`src/rtl/arb_mux_if.sv`:
```
// rtl/arb_mux_if.sv - handshake bundle between producers, arb_mux and its consumer
interface arb_mux_if #(
    parameter int WIDTH = 16,
    parameter int NCH   = 8,
    parameter int SELW  = 3
);
    logic [NCH*WIDTH-1:0] in_data;
    logic [NCH-1:0]       in_valid;
    logic [NCH-1:0]       in_ready;
    logic                 mode;
    logic [SELW-1:0]      sel;
    logic [WIDTH-1:0]     out_data;
    logic                 out_valid;
    logic                 out_ready;
    logic [SELW-1:0]      out_ch;
    logic                 err;

    modport master (
        output in_data, in_valid, mode, sel, out_ready,
        input  in_ready, out_data, out_valid, out_ch, err
    );

    modport slave (
        input  in_data, in_valid, mode, sel, out_ready,
        output in_ready, out_data, out_valid, out_ch, err
    );
endinterface

```
`src/rtl/arb_mux.sv`:
```
// rtl/arb_mux.sv - registered N:1 valid/ready mux, explicit select or round-robin
// Optional X/out-of-range select checking on err is enabled by ARB_MUX_ERR_CHECK_EN.
module arb_mux #(
    parameter int WIDTH = 16,
    parameter int NCH   = 8,
    parameter int SELW  = 3
) (
    input  logic      clk,
    input  logic      rst,
    arb_mux_if.slave  bus
);
    logic [SELW-1:0]  ptr;
    logic             valid_q;
    logic [WIDTH-1:0] data_q;
    logic [SELW-1:0]  ch_q;

    logic             slot_free;
    logic             sel_ok;
    logic             sel_valid;
    logic             hi_found;
    logic             lo_found;
    logic [SELW-1:0]  hi_ch;
    logic [SELW-1:0]  lo_ch;
    logic             cand_ok;
    logic [SELW-1:0]  cand_ch;
    logic             grant;
    logic [WIDTH-1:0] grant_data;
    logic [NCH-1:0]   rdy;

    always_comb begin
        slot_free = !valid_q || bus.out_ready;
        sel_ok    = 1'b0;
        sel_valid = 1'b0;
        for (int k = 0; k < NCH; k++) begin
            if (bus.sel == SELW'(k)) begin
                sel_ok    = 1'b1;
                sel_valid = bus.in_valid[k];
            end
        end
        // Descending scan leaves the lowest valid index at/above ptr in hi_ch and
        // the lowest below ptr in lo_ch; hi wins, lo covers the wrap-around.
        hi_found = 1'b0;
        lo_found = 1'b0;
        hi_ch    = '0;
        lo_ch    = '0;
        for (int k = NCH - 1; k >= 0; k--) begin
            if (bus.in_valid[k]) begin
                if (SELW'(k) >= ptr) begin
                    hi_found = 1'b1;
                    hi_ch    = SELW'(k);
                end else begin
                    lo_found = 1'b1;
                    lo_ch    = SELW'(k);
                end
            end
        end
        if (bus.mode) begin
            cand_ok = hi_found || lo_found;
            cand_ch = hi_found ? hi_ch : lo_ch;
        end else begin
            cand_ok = sel_ok && sel_valid;
            cand_ch = bus.sel;
        end
        grant      = cand_ok && slot_free && !rst;
        grant_data = '0;
        rdy        = '0;
        for (int k = 0; k < NCH; k++) begin
            if (cand_ch == SELW'(k)) begin
                grant_data = bus.in_data[k*WIDTH +: WIDTH];
                rdy[k]     = grant;
            end
        end
    end

    always_ff @(posedge clk) begin
        if (rst) begin
            valid_q <= 1'b0;
            data_q  <= '0;
            ch_q    <= '0;
            ptr     <= '0;
        end else if (grant) begin
            valid_q <= 1'b1;
            data_q  <= grant_data;
            ch_q    <= cand_ch;
            if (bus.mode) begin
                ptr <= (cand_ch == SELW'(NCH - 1)) ? '0 : cand_ch + SELW'(1);
            end
        end else if (bus.out_ready) begin
            valid_q <= 1'b0;
        end
    end

    assign bus.in_ready  = rdy;
    assign bus.out_valid = valid_q;
    assign bus.out_data  = data_q;
    assign bus.out_ch    = ch_q;

`ifdef ARB_MUX_ERR_CHECK_EN
    logic err_q;

    always_ff @(posedge clk) begin
        if (rst) begin
            err_q <= 1'b0;
        end else begin
            err_q <= ((^{bus.mode, bus.sel, bus.in_valid, bus.out_ready}) === 1'bx)
                  || (!bus.mode && !sel_ok && slot_free);
        end
    end

    assign bus.err = err_q;
`else
    assign bus.err = 1'b0;
`endif
endmodule
```
`src/flat_wrapper.sv`:
```
// flat-port wrapper written by rule: the top's interface ports become plain ports
module arb_mux_flat 
#(
    parameter int WIDTH = 16,
    parameter int NCH   = 8,
    parameter int SELW  = 3
)
  (clk, rst, bus_in_data, bus_in_valid, bus_mode, bus_sel, bus_out_ready, bus_in_ready, bus_out_data, bus_out_valid, bus_out_ch, bus_err);
  arb_mux_if #(.WIDTH(WIDTH), .NCH(NCH), .SELW(SELW)) bus_i ();
  input  logic clk;
  input  logic rst;
  input wire logic [$bits(bus_i.in_data)-1:0] bus_in_data;
  input wire logic [$bits(bus_i.in_valid)-1:0] bus_in_valid;
  input wire logic [$bits(bus_i.mode)-1:0] bus_mode;
  input wire logic [$bits(bus_i.sel)-1:0] bus_sel;
  input wire logic [$bits(bus_i.out_ready)-1:0] bus_out_ready;
  output wire logic [$bits(bus_i.in_ready)-1:0] bus_in_ready;
  output wire logic [$bits(bus_i.out_data)-1:0] bus_out_data;
  output wire logic [$bits(bus_i.out_valid)-1:0] bus_out_valid;
  output wire logic [$bits(bus_i.out_ch)-1:0] bus_out_ch;
  output wire logic [$bits(bus_i.err)-1:0] bus_err;
  assign bus_i.in_data = bus_in_data;
  assign bus_i.in_valid = bus_in_valid;
  assign bus_i.mode = bus_mode;
  assign bus_i.sel = bus_sel;
  assign bus_i.out_ready = bus_out_ready;
  assign bus_in_ready = bus_i.in_ready;
  assign bus_out_data = bus_i.out_data;
  assign bus_out_valid = bus_i.out_valid;
  assign bus_out_ch = bus_i.out_ch;
  assign bus_err = bus_i.err;
  arb_mux #(.WIDTH(WIDTH), .NCH(NCH), .SELW(SELW)) u_core (.clk(clk), .rst(rst), .bus(bus_i));
endmodule
```
`config.mk`:
```
export PLATFORM = sky130hd
export DESIGN_NAME = arb_mux_flat
export DESIGN_NICKNAME = d
export VERILOG_FILES = /design/src/rtl/arb_mux_if.sv /design/src/rtl/arb_mux.sv /design/src/flat_wrapper.sv
export SDC_FILE = /design/constraint.sdc
export NUM_CORES = 1
export LEC_CHECK = 0
export CORE_ASPECT_RATIO = 1.5
export CORE_UTILIZATION = 41
export DETAILED_ROUTE_END_ITERATION = 12
export PLACE_DENSITY = 0.82
export SYNTH_ARGS = -nofsm -noshare
export SYNTH_HDL_FRONTEND = slang
export SYNTH_SLANG_ARGS = --single-unit
```
`constraint.sdc`:
```
create_clock -name clk -period 4.4 [get_ports clk]
set_clock_uncertainty 0.1 [all_clocks]
set_input_delay 0.88 -clock clk [delete_from_list [all_inputs] [get_ports clk]]
set_output_delay 0.88 -clock clk [all_outputs]
set_load 0.01 [all_outputs]
```
; Word level (Yosys, flattened, before mapping)
; Index checks and enable logic that the tools add are counted.
; Widths: inputs -> output; s select.
[totals]
regBits = 23
in_bits = 143
word_cells = 140
[classes]
add_sub_neg = 1
order_cmp = 8
n_eq_ne = 14
n_mux = 102
reduce_logical = 11
[ops]
columns = operator, n
row1 = $mux 16, 8
row2 = $mux 3, 35
row3 = $mux 1, 59
row4 = $eq 3x3->1 const B, 8
row5 = $eq 3x2->1 const B, 4
row6 = $ge 3x3->1 const A, 4
row7 = $eq 3x1->1 const B, 2
row8 = $ge 1x3->1 const A, 2
row9 = $ge 2x3->1 const A, 2
row10 = $logic_not 3->1, 2
row11 = $add 3x1->3 const B, 1
row12 = $logic_and 1x1->1, 3
row13 = $logic_not 1->1, 2
row14 = $logic_or 1x1->1, 2
row15 = $reduce_and 2->1, 1
row16 = $reduce_bool 2->1, 1

; Longest topological paths before layout
; Gate-level depths: netlist of run 1.
[depth]
ltp_word = 28
depth_mapped = 17
ltp_nobuf = 14

; Worst setup path after synthesis of run 1
; Ideal clock, no wire load.
[synth_timing]
path_kind = input-to-output
startpoint = input bus_in_valid[2]
endpoint = output bus_in_ready[3]
t_arrival_ns = 3.213
slack_ns = 0.207
cell_stages = 10
path_buffers = 4
path_cell_list = buf_2 -> a21bo_1 -> a21oi_2 -> o31ai_1 -> o21ai_2 -> buf_2 -> ha_1 -> clkbuf_1 -> clkbuf_1 -> and2_1
[synth_between]
elab_chain_len = 11
word_cells_on_any_way = 35
classes_between = eq/ne: 1 / mux: 30 / reduce/logical: 4
[synth_lines]
columns = element, line_no
row1 = from (decl), flat_wrapper.sv:13  ; input wire logic [$bits(bus_i.in_valid)-1:0] bus_in_valid;
row2 = $mux 1 (6 in series), arb_mux.sv:35  ; if (bus.sel == SELW'(k)) begin
row3 = $logic_and 1x1->1, arb_mux.sv:61  ; cand_ok = sel_ok && sel_valid;
row4 = $mux 1, arb_mux.sv:57  ; if (bus.mode) begin
row5 = $logic_and 1x1->1 (2 in series), arb_mux.sv:64  ; grant = cand_ok && slot_free && !rst;
row6 = $mux 1 *, arb_mux.sv:68  ; if (cand_ch == SELW'(k)) begin
row7 = to (decl), flat_wrapper.sv:17  ; output wire logic [$bits(bus_i.in_ready)-1:0] bus_in_ready;
; Every way passes the cells marked *; elsewhere a longest branch is shown, timed or not.

; Final worst setup path of run 1
[layout_timing]
startpoint = input bus_in_valid[3]
endpoint = output bus_in_ready[0]
[layout_between]
elab_chain_len = 12
word_cells_on_any_way = 42
classes_between = mux: 37 / reduce/logical: 5
[layout_lines]
columns = element, line_no
row1 = "parallel branches: the longest is 11 deep, another holds $mux 3", n/a
row2 = $mux 1 *, arb_mux.sv:68
; Mark *: on every way between the ends.

==> results of run 1 <==
timing repair:
| action | in CTS | in global routing |
|---|---|---|
| setup endpoints to repair | 8 | 8 |
| pin swaps | 2 | 2 |
| setup buffers | 2 | 0 |
| cloned | 0 | 0 |
| gates resized for setup | 9 | 6 |
state kept, by name (all words and copies together), names as in the netlist:
| signal | flops |
|---|---|
| u_core.bus.out_valid | 1 |
| u_core.ptr | 3 |
| u_core.bus.out_data | 16 |
| u_core.bus.out_ch | 3 |
where the power goes:
part	switching (mW)	internal (mW)
clock network	0.0771	0.124
logic	0.356	0.382
registers	0.0264	0.238
total	0.459	0.744
through the flow:
step                      power (mW)  utilization, %  setup slack [ns]
after floorplan                0.633               -             0.207
after global placement         0.972            69.6           -0.0814
after detailed placement       0.988            69.6            -0.199
after CTS                       1.19            70.9            0.0108
after global routing            1.27            71.2           -0.0312
final                           1.20            71.2            0.0607
cells in the mapped netlist, drive strengths merged (6+ instances only):
library cell,count
nand2,42
o21ai,40
a21oi,32
clkbuf,28
dfxtp,23
nor2,23
o22ai,22
buf,18
a221oi,17
mux2i,16
and2,14
nor3,14
a211oi,13
inv,12
nor2b,12
nand2b,10
nand4,10
o31ai,9
nand3b,8
o211ai,8
o21a,8
o31a,8
o2111ai,7
ha,6
o221ai,6
worst max path at each step:
stage	cells after the start	endpoint	from
after floorplan	10	bus_in_ready[3]	bus_in_valid[2]
after global placement	11	bus_in_ready[3]	bus_in_valid[2]
after detailed placement	16	u_core.bus.out_data[4]	bus_in_valid[0]
after CTS	10	bus_in_ready[0]	bus_in_valid[0]
after global routing	11	bus_in_ready[1]	bus_in_valid[3]
final	10	bus_in_ready[0]	bus_in_valid[3]
cell families after synthesis:
| kind of cell | after synthesis | synth area share, % |
|---|---|---|
| flip-flops | 23 | 14.1 |
| AO/OA/AOI/OAI | 197 | 44.0 |
| other | 1 | 0.115 |
| buffers and inverters | 59 | 8.08 |
| adder cells (fa/ha/maj) | 6 | 2.30 |
| multiplexers | 18 | 6.28 |
| AND/OR/NAND/NOR | 150 | 25.1 |
layout make-up:
class	instances	share of cell area, %
multi-input cells	372	47.2
repair buffers	232	39.7
flip-flops and latches	23	8.44
well taps	102	2.34
clock buffers	4	1.44
inverters	13	0.894
routing by layer:
layer  track usage (%)  vias up  part of all wire (%)
met5                 0        -                     0
met4              22.3        0                   7.4
met3              6.73       66                   8.5
met2              60.6      239                    50
met1              34.8     2127                    34
li1                  -     2128                     -
worst max-delay path: stages:
cell             delay, ns
clkdlybuf4s50_1       0.48
inv_1                 0.15
a21oi_1               0.05
o21ai_1               0.28
a211oi_1              0.13
nor2_1                0.24
buf_4                 0.16
ha_1                  0.24
and3_1                0.18
clkdlybuf4s50_1       0.57
==> impl_metrics.toml, run 1 <==
[flow_run]
max_cap_violations = 0

[sta]
rsz0062_at_grt = "true"
clock.fmax_mhz = 230
worstMarginPinSlew_ns = 0.607
finalCritPeriodShare_pct = 98.6
fin_crit_ns = 4.34
hold_ws_ns = 0.392
timing.setup.tns_ns = 0
hold_viol = 0
setup_viol = 0
maxSlewViolCount = 0
slew_headroom_pct = 59.3

[clocking]
cts_hold_buf = 0
path_clk_slew_ns = 0.06
cts_buffers = 3
cts.sinks = 23
clockBufferDepth = 2
htree_levels = 1
root_buffer = "clkbuf_16"
clk_latency_ns = 0.26
cts_tree = "done"

[die]
dieArea_mm2 = 0.00833
core-area_mm2 = 0.00766
start_util_pct = 42.6
rows = 39
die_w_um = 74.9
pin_count = 172
die_y_um = 111

[final_layout]
multi_input_area_mm2 = 0.00257
final_cell_mix = "clkdlybuf4s50_1, buf_4, nand2_1, a21oi_1, o21ai_0"
seqCellArea_um2 = 460
layout-area-overhead-vs-synth_pct = 67.1
drive_gt1_share_pct = 14.0
final_cell_area_mm2 = 0.00546
nFillCells = 639
nNetsFinal = 794
layout_commonest_cell = "clkdlybuf4s50_1"
antenna_cells = 0
final-instance-count-excl-fill = 746

[drt]
routedWlPerCell_um = 19.7
drc = 0
avgViaCountPerCell = 6.11
dr.pass1.iters = 5
routed_wirelength_mm = 14.7
vias = 4560
drtIter0Drc = 257
ant_nets = 0

[yosys]
synth_edf_count = 0
synth-main-ff-cell = "dfxtp_1"
syn_nets = 603
synth.largest_area_cell = "dfxtp_1"
synth_cell_types = 65
synthCells = 454
syn_avg_cell_area_um2 = 7.19
seq_area_frac_synth_pct = 14.1
async_reset_ff_share_pct = 0
synth-seq-cells = 23
yosysWarningCount = 0
yosys-top-cells-area = "dfxtp_1, mux2i_1, o21ai_0, nand2_1, a21oi_1"
syn_area_mm2 = 0.00327
yosys.area.top_type_share_pct = 14.1

[worst_setup_path]
end_kind = "output pin"
cp.arrival_ns = 3.36
cp.required_ns = 3.42
cp_max_fo = 5
start_kind = "input pin"
rrSetupSlack_ns = 0.47
r2r_start = "u_core.ptr[1]"
critical_path_class = "in2out"
reg2reg_depth = 14
r2r-end = "u_core.bus.out_data[4]"

[min_path]
hold_class = "reg2reg"
worstHoldEndpoint = "u_core.bus.out_ch[2]"
worstHoldPathCells = 2
min_from = "u_core.bus.out_ch[2]"

[grt]
antenna_found_initial = 0
grt_pass1_vias = 4404
grt_pass1_wl_mm = 22.0
grt_overflow = 0
grt_max_degree = 34
grt_usage_pct = 34.2

[power_and_ir_drop]
total_leakage_power_nw = 2.12
vdd_drop_max_v = 0.000234
p_per_area_mw_per_mm2 = 220

[place]
place_hpwl_mm = 11.9
routabilityCongestion = 0.888
placed_area_mm2 = 0.00533
io_buffer_count = 170
placed_cells = 740

[outcome]
status = "complete, no violations"
Note: power is estimated with default switching activity, not from simulation.
==> inputs of run 2 (changes only) <==
SLEW_MARGIN = 10   (was default)
==> results of run 2 <==
Final layout, timing and power as in run 1 (identical DEF).
